<file path="config.mk">
export PLATFORM = sky130hd
export DESIGN_NAME = modex_scan_controller
export DESIGN_NICKNAME = d
export VERILOG_FILES = /design/src/rtl/modex_scan_controller.sv
export SDC_FILE = /design/constraint.sdc
export NUM_CORES = 1
export LEC_CHECK = 0
export BUFFER_PORTS_ARGS = -buffer_cell sky130_fd_sc_hd__buf_2
export CORE_UTILIZATION = 35
export DETAILED_ROUTE_END_ITERATION = 10
export PLACE_DENSITY = 0.63
export REMOVE_ABC_BUFFERS = 1
export SYNTH_ARGS = -nofsm -noshare
export SYNTH_HDL_FRONTEND = slang
export SYNTH_SLANG_ARGS = --single-unit
</file>
<file path="constraint.sdc">
create_clock -name clk -period 3.79 [get_ports clk]
set_input_delay 0.379 -clock clk [delete_from_list [all_inputs] [get_ports clk]]
set_output_delay 0.379 -clock clk [all_outputs]
set_load 0.005 [all_outputs]
</file>
<file path="src/rtl/modex_scan_controller.sv">
// Frame-scan sequencer for the RSA pixel-decryption path: fetch a pixel pair, launch Mod_Exp, stream the result out.
// Optional build macro MODEX_TIMEOUT_EN adds a WAIT watchdog and a sticky error flag.
module modex_scan_controller #(
    parameter int ARQ       = 16,
    parameter int ADDR      = 18,
    parameter int NUM_PAIRS = 4096,
    parameter int BASE_ADDR = 0,
    parameter int EXP_KEY   = 1927,
    parameter int MOD_KEY   = 1349,
    parameter int TIMEOUT   = 65535
) (
    input  logic              clk,
    input  logic              rst,
    input  logic              start,
    input  logic              abort,
    output logic [ADDR-1:0]   mem_addr,
    input  logic [ARQ-1:0]    mem_data_hi,
    input  logic [ARQ-1:0]    mem_data_lo,
    output logic [2*ARQ-1:0]  modex_operand,
    output logic [ARQ-1:0]    modex_exp,
    output logic [ARQ-1:0]    modex_mod,
    output logic              modex_start,
    input  logic              modex_done,
    input  logic [ARQ-1:0]    modex_result,
    output logic              wr_en,
    input  logic              wr_ready,
    output logic [ADDR-1:0]   wr_addr,
    output logic [ARQ-1:0]    wr_data,
    output logic              busy,
    output logic              done,
    output logic              error
);

    // state  | meaning
    // IDLE   | waiting for start
    // FETCH  | latch packed pixel pair into the operand register
    // LAUNCH | one-cycle start pulse to the core
    // WAIT   | waiting for core result
    // WRITE  | offer result downstream until wr_ready
    // FIN    | one-cycle frame done pulse
    typedef enum logic [2:0] {
        S_IDLE, S_FETCH, S_LAUNCH, S_WAIT, S_WRITE, S_FIN
    } state_t;

    state_t state, state_nxt;
    logic   last_pair;
    logic   wait_expired;

    assign modex_exp = ARQ'(EXP_KEY);
    assign modex_mod = ARQ'(MOD_KEY);
    assign last_pair = (wr_addr == ADDR'(NUM_PAIRS - 1));

    always_ff @(posedge clk) begin
        if (rst) state <= S_IDLE;
        else     state <= state_nxt;
    end

    always_comb begin
        state_nxt   = state;
        modex_start = 1'b0;
        wr_en       = 1'b0;
        done        = 1'b0;
        busy        = (state != S_IDLE);
        case (state)
            S_IDLE:   if (start && !abort) state_nxt = S_FETCH;
            S_FETCH:  state_nxt = S_LAUNCH;
            S_LAUNCH: begin
                modex_start = 1'b1;
                state_nxt   = S_WAIT;
            end
            S_WAIT: begin
                if (modex_done)        state_nxt = S_WRITE;
                else if (wait_expired) state_nxt = S_IDLE;
            end
            S_WRITE: begin
                wr_en = 1'b1;
                if (wr_ready) state_nxt = last_pair ? S_FIN : S_FETCH;
            end
            S_FIN: begin
                done      = 1'b1;
                state_nxt = S_IDLE;
            end
            default:  state_nxt = S_IDLE;
        endcase
        // abort suppresses every outgoing strobe in the same cycle
        if (abort && state != S_IDLE) begin
            state_nxt   = S_IDLE;
            modex_start = 1'b0;
            wr_en       = 1'b0;
            done        = 1'b0;
        end
    end

    always_ff @(posedge clk) begin
        if (rst) begin
            mem_addr      <= ADDR'(BASE_ADDR);
            wr_addr       <= '0;
            modex_operand <= '0;
            wr_data       <= '0;
        end else begin
            if (state == S_IDLE && state_nxt == S_FETCH) begin
                mem_addr <= ADDR'(BASE_ADDR);
                wr_addr  <= '0;
            end
            if (state == S_FETCH)
                modex_operand <= {{(2*ARQ-16){1'b0}}, mem_data_hi[7:0], mem_data_lo[7:0]};
            if (state == S_WAIT && state_nxt == S_WRITE)
                wr_data <= modex_result;
            if (state == S_WRITE && state_nxt == S_FETCH) begin
                mem_addr <= mem_addr + ADDR'(2);
                wr_addr  <= wr_addr + ADDR'(1);
            end
        end
    end

    // only the low byte of each pixel carries ciphertext
    logic unused_pixel_bits;
    assign unused_pixel_bits = ^{mem_data_hi[ARQ-1:8], mem_data_lo[ARQ-1:8]};

`ifdef MODEX_TIMEOUT_EN
    localparam int TW = $clog2(TIMEOUT + 1);
    logic [TW-1:0] wait_cnt;
    logic          error_q;

    assign wait_expired = (wait_cnt == TW'(TIMEOUT - 1));
    assign error        = error_q;

    always_ff @(posedge clk) begin
        if (rst) begin
            wait_cnt <= '0;
            error_q  <= 1'b0;
        end else begin
            if (state == S_LAUNCH)    wait_cnt <= '0;
            else if (state == S_WAIT) wait_cnt <= wait_cnt + TW'(1);
            if (state == S_WAIT && !modex_done && wait_expired && !abort)
                error_q <= 1'b1;
        end
    end
`else
    localparam int unused_timeout = TIMEOUT;
    assign wait_expired = 1'b0;
    assign error        = 1'b0;
`endif

endmodule

</file>
; Word level (Yosys, flattened, before mapping)
; Cells that the tools add are included.
[totals]
inputBits = 54
wordCells = 39
register_bits = 71
[op_classes]
add_sub_neg = 2
muxes = 15
eq_ne = 8
reduce_logical = 9
[ops]
columns = operator, n
row1 = two-way mux 18 bit, 3
row2 = "adder 18 x 1 -> 18 bit, second input constant", 1
row3 = "adder 18 x 2 -> 18 bit, second input constant", 1
row4 = "equality test 18 x 12 -> 1 bit, second input constant", 1
row5 = two-way mux 3 bit, 5
row6 = one-hot mux 3 bit (5 select lines), 1
row7 = "equality test 3 bit, second input constant", 3
row8 = "equality test 3 x 1 -> 1 bit, second input constant", 2
row9 = "equality test 3 x 2 -> 1 bit, second input constant", 2
row10 = two-way mux 1 bit, 6
row11 = logical AND 1 bit, 5
row12 = logical NOT 3 bit, 1
row13 = nonzero test 3 bit, 1
row14 = nonzero test 2 bit, 1
row15 = logical NOT 1 bit, 1

; Depth between registers and ports, before layout
[logic_depth]
ltp_word = 9
ltp_mapped = 7
mapped_depth_nobuf = 6

; Least setup slack after synthesis
; No wires, ideal clock.
[synth_path]
path_type = register -> register
start = register state[1]
end = register wr_addr[14]
path_slack_ns = 1.922
required_time_ns = 3.720
t_arrival_ns = 1.797
synth_period_minus_slack_ns = 1.868
path_stages_with_launch = 7
path_cell_list = dfxtp_1 -> buf_2 -> nor4b_4 -> nand2_2 -> or3_1 -> or4_1 -> a21oi_1
[synth_via]
elab_chain_len = 6
[synth_rtl]
columns = item, line_no
row1 = start: declaration, 45  ; state_t state, state_nxt;
row2 = start signal: assignment, 55  ; else state <= state_nxt;
row3 = "equality test 3 bit, or another cell as far along", "64, 109"
row4 = one-hot mux 3 bit (5 select lines) / logical AND 1 bit (equally long branches), "64, 86"
row5 = two-way mux 3 bit, 86  ; if (abort && state != S_IDLE) begin
row6 = equality test 3 x 1 -> 1 bit, "101, 109"
row7 = "logical AND 1 bit, on equally long branches", "109, 101"
row8 = two-way mux 18 bit / nonzero test 2 bit (equally long branches), -
row9 = end signal: assignment, 111  ; wr_addr <= wr_addr + ADDR'(1);
row10 = end: declaration, 27  ; output logic [ADDR-1:0] wr_addr,
; Parallel ways exist; a longest one is shown, timed or not.
; A chain may end at the register's enable or synchronous reset.

; Worst setup path after layout
[layout_path]
start = register state[2]
end = register wr_addr[1]
; The elaborated chain is that of the path after synthesis.

==> impl_metrics.tcl <==
set metrics [dict create \
    tritoncts_clock_tree "done" \
    grt_max_degree 49 \
    first_global_vias 2853 \
    ctsHoldBuffers 0 \
    numClockSinks 70 \
    dr.first_iter.drc_count 133 \
    grt.met2_usage 0.2723 \
    die-height_um 103.0 \
    critical_path.reg2reg.startpoint "state[2]" \
    floorplan.die.width_um 103.0 \
    multi_input_area_sq_mm 0.001856 \
    ff_to_ff_end "wr_addr[1]" \
    wire_per_inst_um 13.15 \
    fmax_mhz 433.0 \
    worst_hold_path.num_cells 3 \
    cap_violations 0 \
    grt_util_all_layers 0.1663 \
    num_rows 36 \
    timing.slew.headroom 0.3654 \
    clkTransAtPathRegs_ns 0.08 \
    worst_setup_path_end_kind "flop" \
    hpwl_dp_mm 6.044 \
    ys_types 48 \
    post-route-min-period_ns 2.309 \
    total_clock_buffers_created_by_cts 9 \
    ios 175 \
    cp-endpoint "wr_addr[1]" \
    drive_above_1_share 0.2537 \
    setup.worst_path.class "reg -> reg" \
    first_pass_iters 5 \
    data_arrival_critical_path_ns 2.58 \
    cp-start-kind "flop" \
    r2r.worst_path.cells 5 \
    hold_slack_ns 0.2647 \
    wirelength_mm 8.851 \
    timing.critical_path.fanout_max 16 \
    setup-tns-final_ns 0 \
    rsz0062_at_grt "no" \
    timing.final.setup_violations 0 \
    drc_errors 0 \
    route.antenna.remaining_nets 0 \
    dr_total_vias 3382 \
    first_pass_grt_wire_length_mm 13.78 \
    count_of_nets_after_finishing 591 \
    cts_max_level 3 \
    resize_count_post_cts 0 \
    worst_pin_slew_ns 0.9468 \
    netlist.area_leader.share 0.3924 \
    global_route.overflow_total 0 \
    vdd_drop_max_uv 141.3 \
    ys_top_cells_by_area "sky130_fd_sc_hd__dfxtp_1 39%, sky130_fd_sc_hd__buf_4 11%, sky130_fd_sc_hd__nand2_1 9.1%, sky130_fd_sc_hd__a21oi_1 7.8%, sky130_fd_sc_hd__a311oi_1 2.9%" \
    timing.final.max_slew_violations 0 \
    synth_top_area_cell "sky130_fd_sc_hd__dfxtp_1" \
    die_area_sq_mm 0.01061 \
    worst_case_clock_skew_ns 0.01258 \
    n_fill_cell 1026 \
    reg2reg_setup_slack_ns 1.48 \
    gr-usage-met3 0.05153 \
    synth_sequential_area_ratio 0.3924 \
    place.gp.congestion 0.7401 \
    mappedNetlistArea_sq_mm 0.003571 \
    postSynthCellCount 445 \
    avgViaCountPerCell 5.025 \
    port-buffer-count 108 \
    area_growth_syn_to_layout_pct 18.26 \
    timing.critical_path.required_ns 4.06 \
    cts.path.max_buffers 2 \
    yosysWarnings 0 \
    mean_post_synth_cell_area_sq_um 8.025 \
    leakagePower_nw 1.721 \
    finalHoldViolations 0 \
    antenna_cells_inserted 0 \
    hold_sp "mem_data_hi[1]" \
    class_of_the_tightest_hold_or_removal_check "in -> reg" \
    final_min_period_over_clock_period 0.6094 \
    cp-startpoint "state[2]" \
    core-area_sq_mm 0.009819 \
    clk-insertion-delay-late_ns 0.34 \
    run_status "completed" \
    floorplan.initialDensity 0.3637 \
    ys_ff_latch 70 \
    cts.root.buffer_cell "sky130_fd_sc_hd__clkbuf_8" \
    grt_most_used_layer "met2" \
    antenna_found_initial 0 \
    storage_element_area_sq_mm 0.001401 \
    cellPowerDensity_mw_per_mm2 361.7 \
    groute.layer.met1.usage 0.2073 \
    post_cts.repair.setup_buffers 0 \
]
-- state kept, by name, indices dropped and copies added (netlist names) --
signal         cells
wr_addr           18
mem_addr          17
modex_operand     16
wr_data           16
state              3
-- cells in the final DEF (no fill, tap or decap), types with 7 or more instances in the layout --
| cell type | instances |
|---|---|
| sky130_fd_sc_hd__buf_2 | 108 |
| sky130_fd_sc_hd__o21ai_0 | 16 |
| sky130_fd_sc_hd__nand3_1 | 14 |
| sky130_fd_sc_hd__a21oi_1 | 56 |
| sky130_fd_sc_hd__nor2_1 | 8 |
| sky130_fd_sc_hd__dfxtp_1 | 70 |
| sky130_fd_sc_hd__nand2b_1 | 9 |
| sky130_fd_sc_hd__conb_1 | 50 |
| sky130_fd_sc_hd__a41oi_1 | 7 |
| sky130_fd_sc_hd__nand2_1 | 87 |
| sky130_fd_sc_hd__a311oi_1 | 12 |
| sky130_fd_sc_hd__clkbuf_8 | 11 |
| sky130_fd_sc_hd__or4_1 | 10 |
| sky130_fd_sc_hd__nand4_1 | 8 |
-- worst min-delay path by stage --
stage	to	slack (ns)
5_1_grt	wr_data[7]	0.24
2_1_floorplan	modex_operand[0]	0.45
3_5_place_dp	modex_operand[0]	0.44
3_3_place_gp	modex_operand[0]	0.44
4_1_cts	wr_data[7]	0.25
6_report	modex_operand[9]	0.26
-- per-layer routing --
layer / vias to the layer above / part of all wire / wire (um)
li1: 1666 / - / -
met1: 1574 / 0.45 / 3997
met2: 131 / 0.46 / 4060
met3: 11 / 0.079 / 703
met4: 0 / 0.010 / 90
met5: - / 0 / 0
-- cell type report --
| type | instances | area share |
|---|---|---|
| Multi-Input combinational cell | 341 | 0.4394 |
| Sequential cell | 70 | 0.3319 |
| Timing Repair Buffer | 110 | 0.1316 |
| Clock inverter | 5 | 0.01926 |
| Inverter | 3 | 0.002667 |
| Tap cell | 133 | 0.03941 |
| Clock buffer | 11 | 0.03585 |
-- kinds of logic (layout without fill, tap and decap cells) --
family / count (synthesis) / count (layout) / share of synthesized area
DFF: 70 / 70 / 0.3924
buffers and inverters: 82 / 129 / 0.1412
AOI/OAI and AO/OA: 115 / 115 / 0.2015
other: 2 / 50 / 0.002103
and+or+nand+nor: 171 / 171 / 0.2474
adders and majority gates: 2 / 2 / 0.007007
muxes: 3 / 3 / 0.008410
-- power by group --
part / switching, mW / internal (mW) / total [mW] / leakage (nW)
clock network: 0.289 / 0.407 / 0.695 / 0.116
registers: 0.00488 / 0.742 / 0.747 / 0.565
logic: 0.0555 / 0.0302 / 0.0856 / 1.04
total: 0.349 / 1.18 / 1.53 / 1.72
-- worst max-delay path, cell delays in order (launching register included) --
cell                      delay [ns]
sky130_fd_sc_hd__dfxtp_1        0.53
sky130_fd_sc_hd__mux2i_1        0.12
sky130_fd_sc_hd__or4_1          0.50
sky130_fd_sc_hd__a31oi_2        0.75
sky130_fd_sc_hd__nand3_1        0.17
sky130_fd_sc_hd__a21oi_1        0.17
-- through the flow --
step | instances | setup slack (ns) | utilization | instance area (sq um) | power, mW
2_1_floorplan | 414 | 1.283 | - | 3258 | 0.7998
3_5_place_dp | 657 | 1.484 | 0.4063 | 3990 | 0.8487
6_report | 673 | 1.481 | 0.4300 | 4223 | 1.527
4_1_cts | 673 | 1.485 | 0.4300 | 4223 | 1.549
5_1_grt | 673 | 1.278 | 0.4300 | 4223 | 1.608
3_3_place_gp | 657 | 1.569 | 0.4063 | 3990 | 0.8474
-- cells in the mapped netlist, drive strengths merged --
master and count:
o31a 2, nand2b 9, and4bb 1, a311oi 12
buf 55, nand4 8, clkbuf 24, or3b 1
ha 2, or4 10, dfxtp 70, nand3b 1
and2 3, a31o 1, o32ai 2, a21oi 57
nor4bb 2, o21a 2, o22a 1, and3 3
nor3 3, nor4b 2, inv 3, or4b 1
mux2i 3, nor2b 3, or3 6, nor2 8
nand3 14, conb 2, a211oi 3, a41oi 7
nand4b 1, nor4 1, nand4bb 1, o21ai 16
a21o 1, a21boi 6, nor3b 1, nand2 88
o21ba 1, a31oi 4, and4 4
Note: power is estimated with default switching activity, not from simulation.
